## src/rtl/biquad_mac.sv

```systemverilog
// ---------------------------------------------------------------------------
// biquad_mac
//
// Sequencing and accumulation stage for a direct-form-I biquad built around
// an external 9x9 unsigned pipelined multiplier (latency MUL_LAT, enabled by
// mul_en). One signed Q1.8 sample is accepted at a time and
//   y = b0*x0 + b1*x1 + b2*x2 - a1*y1 - a2*y2
// is formed by issuing five magnitude pairs to the multiplier. The sign of
// every product travels in a tag pipeline that mirrors the multiplier. The
// returned products are accumulated, then shifted and saturated to 9 bits.
//
// Build option:
//   BIQUAD_MAC_ROUND_EN  defined -> round-half-up before saturation
//                        undefined -> truncation (floor)
//
// Ports:
//   clk, rst_n          clock (rising edge), asynchronous active-low reset
//   sample_in[8:0]      signed Q1.8 input sample x0
//   sample_valid        sample offered (accepted when sample_ready is high)
//   sample_ready        high only while idle
//   coef_b0..coef_a2    signed Q3.6 coefficients, latched on accept
//   hist_clr            zero x1/x2/y1/y2 (idle only)
//   y_out[8:0]          signed Q1.8 result, registered
//   y_valid             one-cycle pulse alongside a new y_out
//   mul_en              multiplier pipeline enable
//   mul_a, mul_b        unsigned operand magnitudes to the multiplier
//   mul_p[17:0]         unsigned product from the multiplier
// ---------------------------------------------------------------------------
module biquad_mac #(
  parameter int MUL_LAT   = 5,   // must be >= 2
  parameter int ACC_W     = 21,
  parameter int OUT_SHIFT = 6
) (
  input  logic        clk,
  input  logic        rst_n,
  input  logic [8:0]  sample_in,
  input  logic        sample_valid,
  output logic        sample_ready,
  input  logic [8:0]  coef_b0,
  input  logic [8:0]  coef_b1,
  input  logic [8:0]  coef_b2,
  input  logic [8:0]  coef_a1,
  input  logic [8:0]  coef_a2,
  input  logic        hist_clr,
  output logic [8:0]  y_out,
  output logic        y_valid,
  output logic        mul_en,
  output logic [8:0]  mul_a,
  output logic [8:0]  mul_b,
  input  logic [17:0] mul_p
);

  localparam int DCW = (MUL_LAT > 1) ? $clog2(MUL_LAT) : 1;
  localparam logic [DCW-1:0] DRAIN_LAST = DCW'(MUL_LAT - 1);
  localparam logic signed [ACC_W-1:0] SAT_HI = ACC_W'(255);
  localparam logic signed [ACC_W-1:0] SAT_LO = -ACC_W'(256);

  typedef enum logic [1:0] {
    S_IDLE,
    S_ISSUE,
    S_DRAIN,
    S_OUT
  } state_t;

  state_t                    state_q;
  logic [2:0]                issue_cnt_q;
  logic [DCW-1:0]            drain_cnt_q;

  // Latched operands for the current sample and the filter history.
  logic [8:0]                x0_q, x1_q, x2_q, y1_q, y2_q;
  logic [8:0]                b0_q, b1_q, b2_q, a1_q, a2_q;

  logic signed [ACC_W-1:0]   acc_q;
  logic signed [ACC_W-1:0]   acc_d;

  // Operand register feeding the multiplier plus the tag of that operand.
  logic [8:0]                mul_a_q, mul_b_q;
  logic                      op_v_q, op_s_q;
  logic                      mul_en_q;

  // Tag pipeline: bit MUL_LAT-1 describes the product currently on mul_p.
  logic [MUL_LAT-1:0]        tag_v_q, tag_s_q;

  logic [8:0]                y_out_q;
  logic                      y_valid_q;

  // Operand selection for pairs 1..4 (pair 0 comes straight from the inputs).
  logic [8:0]                sel_s, sel_c;
  logic                      sel_neg;

  logic signed [ACC_W-1:0]   prod_ext;
  logic signed [ACC_W-1:0]   acc_pre;
  logic signed [ACC_W-1:0]   acc_shr;
  logic [8:0]                y_sat;

  function automatic logic [8:0] mag9(input logic [8:0] v);
    // Two's-complement magnitude; -256 maps to 256, which fits unsigned 9 bits.
    return v[8] ? (~v + 9'd1) : v;
  endfunction

  always_comb begin
    sel_s   = 9'd0;
    sel_c   = 9'd0;
    sel_neg = 1'b0;
    case (issue_cnt_q)
      3'd1: begin sel_s = x1_q; sel_c = b1_q; end
      3'd2: begin sel_s = x2_q; sel_c = b2_q; end
      3'd3: begin sel_s = y1_q; sel_c = a1_q; sel_neg = 1'b1; end
      3'd4: begin sel_s = y2_q; sel_c = a2_q; sel_neg = 1'b1; end
      default: begin sel_s = 9'd0; sel_c = 9'd0; sel_neg = 1'b0; end
    endcase
  end

  // Accumulate whichever product is emerging from the multiplier this cycle.
  always_comb begin
    prod_ext = {{(ACC_W-18){1'b0}}, mul_p};
    acc_d    = acc_q;
    if (mul_en_q && tag_v_q[MUL_LAT-1]) begin
      acc_d = tag_s_q[MUL_LAT-1] ? (acc_q - prod_ext) : (acc_q + prod_ext);
    end
  end

  // Output formation works on acc_d so the result can be registered on the
  // same edge that captures the final product.
  always_comb begin
`ifdef BIQUAD_MAC_ROUND_EN
    acc_pre = acc_d + (ACC_W'(1) <<< (OUT_SHIFT - 1));
`else
    acc_pre = acc_d;
`endif
    acc_shr = acc_pre >>> OUT_SHIFT;
    if (acc_shr > SAT_HI) begin
      y_sat = 9'h0FF;
    end else if (acc_shr < SAT_LO) begin
      y_sat = 9'h100;
    end else begin
      y_sat = acc_shr[8:0];
    end
  end

  always_ff @(posedge clk or negedge rst_n) begin
    if (!rst_n) begin
      state_q     <= S_IDLE;
      issue_cnt_q <= 3'd0;
      drain_cnt_q <= '0;
      x0_q        <= 9'd0;
      x1_q        <= 9'd0;
      x2_q        <= 9'd0;
      y1_q        <= 9'd0;
      y2_q        <= 9'd0;
      b0_q        <= 9'd0;
      b1_q        <= 9'd0;
      b2_q        <= 9'd0;
      a1_q        <= 9'd0;
      a2_q        <= 9'd0;
      acc_q       <= '0;
      mul_a_q     <= 9'd0;
      mul_b_q     <= 9'd0;
      op_v_q      <= 1'b0;
      op_s_q      <= 1'b0;
      mul_en_q    <= 1'b0;
      tag_v_q     <= '0;
      tag_s_q     <= '0;
      y_out_q     <= 9'd0;
      y_valid_q   <= 1'b0;
    end else begin
      // Tags advance in lockstep with the multiplier pipeline.
      if (mul_en_q) begin
        tag_v_q <= {tag_v_q[MUL_LAT-2:0], op_v_q};
        tag_s_q <= {tag_s_q[MUL_LAT-2:0], op_s_q};
      end

      case (state_q)
        S_IDLE: begin
          y_valid_q <= 1'b0;
          if (hist_clr) begin
            x1_q <= 9'd0;
            x2_q <= 9'd0;
            y1_q <= 9'd0;
            y2_q <= 9'd0;
          end
          if (sample_valid) begin
            x0_q        <= sample_in;
            b0_q        <= coef_b0;
            b1_q        <= coef_b1;
            b2_q        <= coef_b2;
            a1_q        <= coef_a1;
            a2_q        <= coef_a2;
            acc_q       <= '0;
            // Pair 0 only needs the incoming sample, so it goes out now.
            mul_a_q     <= mag9(sample_in);
            mul_b_q     <= mag9(coef_b0);
            op_v_q      <= 1'b1;
            op_s_q      <= sample_in[8] ^ coef_b0[8];
            mul_en_q    <= 1'b1;
            issue_cnt_q <= 3'd1;
            state_q     <= S_ISSUE;
          end
        end

        S_ISSUE: begin
          acc_q <= acc_d;
          if (issue_cnt_q == 3'd5) begin
            mul_a_q     <= 9'd0;
            mul_b_q     <= 9'd0;
            op_v_q      <= 1'b0;
            op_s_q      <= 1'b0;
            drain_cnt_q <= '0;
            state_q     <= S_DRAIN;
          end else begin
            mul_a_q     <= mag9(sel_s);
            mul_b_q     <= mag9(sel_c);
            op_v_q      <= 1'b1;
            op_s_q      <= sel_s[8] ^ sel_c[8] ^ sel_neg;
            issue_cnt_q <= issue_cnt_q + 3'd1;
          end
        end

        S_DRAIN: begin
          acc_q <= acc_d;
          if (drain_cnt_q == DRAIN_LAST) begin
            y_out_q   <= y_sat;
            y_valid_q <= 1'b1;
            mul_en_q  <= 1'b0;
            x2_q      <= x1_q;
            x1_q      <= x0_q;
            y2_q      <= y1_q;
            y1_q      <= y_sat;
            state_q   <= S_OUT;
          end else begin
            drain_cnt_q <= drain_cnt_q + DCW'(1);
          end
        end

        S_OUT: begin
          y_valid_q <= 1'b0;
          state_q   <= S_IDLE;
        end

        default: state_q <= S_IDLE;
      endcase
    end
  end

  assign sample_ready = (state_q == S_IDLE);
  assign y_out        = y_out_q;
  assign y_valid      = y_valid_q;
  assign mul_en       = mul_en_q;
  assign mul_a        = mul_a_q;
  assign mul_b        = mul_b_q;

endmodule

```

## config.mk

```make
export PLATFORM = sky130hd
export DESIGN_NAME = biquad_mac
export DESIGN_NICKNAME = d
export VERILOG_FILES = /design/src/rtl/biquad_mac.sv
export SDC_FILE = /design/constraint.sdc
export NUM_CORES = 1
export LEC_CHECK = 0
export BUFFER_PORTS_ARGS = -buffer_cell sky130_fd_sc_hd__buf_2
export CAP_MARGIN = 0
export CORE_AREA = 2 2 135 137
export CTS_BUF_LIST = sky130_fd_sc_hd__clkbuf_16
export DETAILED_ROUTE_END_ITERATION = 8
export DIE_AREA = 0 0 137 139
export PLACE_DENSITY = 0.73
export SLEW_MARGIN = 0
export SYNTH_ARGS = -nofsm -noshare
export SYNTH_HDL_FRONTEND = slang
export SYNTH_SLANG_ARGS = --single-unit
```

## constraint.sdc

```tcl
create_clock -name clk -period 6.1 [get_ports clk]
set_input_delay 0.61 -clock clk [delete_from_list [all_inputs] [get_ports clk]]
set_output_delay 0.61 -clock clk [all_outputs]
set_load 0.005 [all_outputs]
```

======== After elaboration in Yosys (flattened, before gate mapping) ========
Cells that the tools add are included.
cells by class
  add/subtract/negate cells ............... 8
  bitwise operators ....................... 7
  order comparisons ....................... 2
  equality and inequality tests ........... 16
  multiplexer cells ....................... 48
  reductions and logical operators ........ 21
operators with widths
  kind                 count
  $mux 9               15
  $pmux 9 s2           6
  $pmux 9 s4           2
  $mux 21              3
  $pmux 21 s2          1
  $add 9x1->9 const B  4
  $not 9->9            4
  $add 21x19->21       1
  $sub 21x19->21       1
  $reduce_and 3->1     6
  $gt 15x9->1 const B  1
  $lt 15x9->1 const B  1
  $mux 3               4
  $pmux 3 s2           2
  $ne 2x2->1 const B   5
  $reduce_and 2->1     5
  $reduce_bool 2->1    5
  $eq 3x3->1 const B   3
  $pmux 1 s2           4
  $pmux 2 s4           1
  $mux 1               7
  $add 3x1->3 const B  2
  $eq 3x2->1 const B   2
  $mux 2               3
  other kinds (8)      14
word-level totals
  input bits .............................. 76
  logic and storage cells ................. 125
  output and inout bits ................... 30
  bits in registers ....................... 151

======== Longest topological paths before layout ========
  depth in word-level cells ............... 8
  depth in mapped cells ................... 17
  gate-level depth less buffers ........... 15

======== Worst setup path after synthesis ========
Ideal clock, no wire load.
  kind .................................... input to register
  start point ............................. input port mul_p[4]
  end point ............................... register y_out_q[2] (netlist: y_out[2])
  setup time .............................. 0.151 ns
  data arrival time ....................... 3.897 ns
  stages on the path ...................... 15
  setup slack ............................. 2.052 ns
  path through ............................ nor3_1 -> nand3b_1 -> nor3b_1 -> a21oi_1 -> xnor2_1 -> ha_1 -> buf_2 -> nand2_1 -> nor2_1 -> and2_1 -> a2111oi_4 -> nor3b_2 -> nand4_2 -> o311ai_4 -> o311ai_1
between the ends
  longest elaborated chain between the ends .. 6
  elaborated cells on any way between the ends .. 8
  classes of those cells .................. add/sub (2); order compare (2); mux (4)
RTL lines
  item                                              RTL line  text
  start, declared                                   50        input logic [17:0] mul_p
  $add 21x19->21 or $sub 21x19->21 (tied branches)  119       acc_d = tag_s_q[MUL_LAT-1] ? (acc_q - prod_ext) : (acc_q + prod_ext);
  $mux 21 (*)                                       119
  $mux 21 (*)                                       118       if (mul_en_q && tag_v_q[MUL_LAT-1]) begin
  $lt 15x9->1                                       134       end else if (acc_shr < SAT_LO) begin
  $mux 9                                            134
  $mux 9 (*)                                        132       if (acc_shr > SAT_HI) begin
  end signal, assigned                              222       y_out_q <= y_sat;
  end, declared                                     84        logic [8:0] y_out_q;
Mark *: on every way between the ends. The rest lies on a longest branch, timed or not. The select of a mux whose other input is x is not followed.
A chain may end at the register's enable or synchronous reset.

======== Worst setup path after layout ========
  start point ............................. input port mul_p[4]
  end point ............................... register y_out_q[5] (netlist: y_out[5])
Same word-level chain as after synthesis.

==> out/metrics.cfg <==
[final_layout]
drive_gt1_frac = 0.207
nets = 1198
final_common_cell = dfrtp_1
final_cell_mix = 151 x dfrtp_1, 138 x nand2_1, 104 x buf_2, 72 x o21ai_0, 56 x mux2_2
syn_to_final_growth_pct = 13.3

[route]
num_vias = 7951
drt-initial-drc-count = 529
drc_errors = 0
totalWireLength_um = 23700
wl_per_cell_um = 17.8
firstDrtPassIters = 5
vias_per_cell = 5.98
ant_nets = 0

[power_and_ir_drop]
p_leak_nw = 4.70
pwr_density_cell_nw_per_um2 = 640
ir_drop_v = 0.000326

[die]
die_w_um = 137
core_area_um2 = 17700
fp.dieH_um = 139
initial_core_util = 0.537
ioPinCount = 106
rows = 49
die_area_um2 = 19000

[worst_setup_path]
r2r-end = y_out[5]
cp-start-kind = input pin
required_ns = 6.41
cp.depth = 15
path_max_fanout = 12
cp.arrival_ns = 4.84
r2r_start = tag_s_q[4]
path_common_cell = a21o_1
worstSetupEndpointType = flop
path_delay_family = simple AND/OR/NAND/NOR gates
startpoint = mul_p[4]
endpoint = y_out[5]
cp.buffers_inverters = 1
worst_path_max_delay_cell = nor3b_1
r2r_cells = 10
worstSetupPathType = input pin to flop
r2r_slack_ns = 2.05
crit_chain = buf_2, nor3_1, nand3b_1, nor3b_1, a21oi_1, xnor2_1, ha_1, a21o_1, a21o_1, a21oi_2, mux2i_1, a2111oi_4, nor4_4, nand3_1, o311ai_1
critPathMaxStageDelay_ns = 0.53

[timing]
rsz0062_at_grt = false
setup_ws_ns = 1.57
min_period_ns = 4.53
slew_violations = 0
setup-tns-final_ns = 0
final_hold_viol_count = 0
tightestPinTransition_ns = 1.14
skew_ns = 0.0110
slew_headroom = 0.242
setup_violations = 0
post-route-period-util = 0.742
max_freq_ghz = 0.221

[logic_synthesis]
ys_warn_count = 0
ys_ff_latch = 151
ys_async_sr_fraction = 1.00
synth_area_per_cell_um2 = 9.34
postSynthCellCount = 1015
ys_seq_area_frac = 0.399
syn_nets = 1127
yosysUniqueCellTypes = 73
netlist_area_um2 = 9480
synth_flop_cell = dfrtp_1
synth-edff-count = 0

[clock_network]
cts_sinks = 151
post_cts_resized = 0
clockBufferDepth = 2
tritoncts = built
worstSkewPairLatency_ns = 0.43
h-tree-depth = 4
cts_setup_buffers = 0
cts.clk_slew.worst_paths_ns = 0.07
root_buffer = clkbuf_16
numCtsBuffers = 17
holdBufCountCts = 0

[hold_path]
hold_class = input pin to async pin

[status]
outcome = finished, final reports clean

[flow_run]
cap_violations = 0

[global_routing]
grt_pass1_wl_um = 38800
grt_max_degree = 100
grt_pass1_vias = 7614
grt_overflow_total = 0
antenna_found_initial = 1
groute.usage.overall = 0.256

[place]
place_ws_ns = 1.23
dpl.hpwl_um = 17100
gp_congestion = 0.926
io_buffers = 105

[kinds of logic (layout without fill, tap and decap cells)]
| family | after synthesis | after routing | synth area share |
|---|---|---|---|
| compound gates | 283 | 283 | 0.215 |
| xor+xnor | 52 | 52 | 0.0481 |
| fa+ha+maj | 36 | 36 | 0.0483 |
| buf+inv | 95 | 179 | 0.0397 |
| flops | 151 | 151 | 0.399 |
| mux | 67 | 67 | 0.0782 |
| other cells | 0 | 1 | 0 |
| simple gates | 331 | 331 | 0.172 |
[how the worst min path moves through the flow]
stage | from | to | slack (ns)
floorplan | rst_n | a1_q[0] | 0.31
global placement | x2_q[4] | x2_q[4] | 0.46
detailed placement | x2_q[0] | x2_q[0] | 0.47
CTS | rst_n | acc_q[5] | 0.31
global route | rst_n | acc_q[5] | 0.34
finish | rst_n | acc_q[5] | 0.26
[power by group]
part           leakage, nW  switching, mW  internal, mW
clock network        0.295          0.454         0.655
registers             1.86          0.288          1.42
logic                 2.54           2.49          1.56
total                 4.70           3.23          3.64
[worst reg2reg max path, stage by stage (launching register included)]
cell       delay (ns)
dfrtp_1          0.74
mux2_2           0.45
fa_1             0.40
nand2b_1         0.21
a21oi_2          0.25
o21ai_1          0.17
a211oi_1         0.37
a2111oi_4        0.10
nor4_4           0.39
nand3_1          0.44
o311ai_1         0.41
[synthesized netlist by cell type, drive strengths merged (3+ instances only)]
cell type  count  area, um^2
xor2          15         131
xnor2         37         324
nand3         25         125
nor3          25         125
dfrtp        151        3780
nor4           7        80.1
nand2b         9        56.3
nand4         16         106
buf           16        78.8
and3           6        37.5
mux2          56         631
and4           3        26.3
or3            3        18.8
inv           33         124
a221o          3        30.0
o311ai        10         123
o31ai          6        50.1
and3b          3        26.3
a2111oi        5        81.3
nand3b         6        45.0
o211ai         9        77.6
and2          16         100
a32oi          5        43.8
nor2b         11        68.8
a22oi         30         225
ha            35         438
a21oi         41         216
a221oi         3        45.0
nor2          52         195
a22o          10        87.6
clkbuf        46         174
o2111ai        5        43.8
o31a           3        26.3
a21o          11        82.6
a31oi         11        68.8
o21a          23         173
or2            4        25.0
o221ai        15         131
o21ai         75         375
a211oi         6        50.1
nand2        139         522
mux2i         11         110
[layout make-up]
cell class | instances | area (um^2)
fillers | 1545 | 6920
inverters | 33 | 124
diodes | 1 | 2.50
clock inverters | 15 | 193
repair buffers | 114 | 599
clock buffers | 17 | 425
multi-input cells | 769 | 5330
well taps | 229 | 287
flip-flops and latches | 151 | 3780
[stage by stage]
step                hold slack, ns  utilization  instance area [um^2]  cells  power (mW)
floorplan                    0.314            -                  9480   1015        4.73
global placement             0.458        0.573                 10100   1296        5.64
detailed placement           0.466        0.573                 10100   1296        5.72
CTS                          0.309        0.608                 10700   1328        6.85
global route                 0.339        0.608                 10700   1328        7.42
finish                       0.258        0.608                 10700   1329        6.87
[registers in the layout, summed over array words and instances, names as in the netlist, 3 cells and up]
register,count
tag_v_q,5
y1_q,9
tag_s_q,5
b1_q,9
y_out,9
a1_q,9
drain_cnt_q,3
b2_q,9
x1_q,9
issue_cnt_q,3
acc_q,21
mul_b,9
x2_q,9
a2_q,9
mul_a,9
x0_q,9
y2_q,9
[metal layers]
| layer | GRT usage | part of all wire | up-vias |
|---|---|---|---|
| met5 | 0 | 0 | - |
| met4 | 0.0591 | 0.013 | 0 |
| met3 | 0.0574 | 0.056 | 23 |
| met2 | 0.389 | 0.46 | 224 |
| met1 | 0.372 | 0.48 | 3853 |
| li1 | - | - | 3851 |
Power figures use the tool's default switching activity.
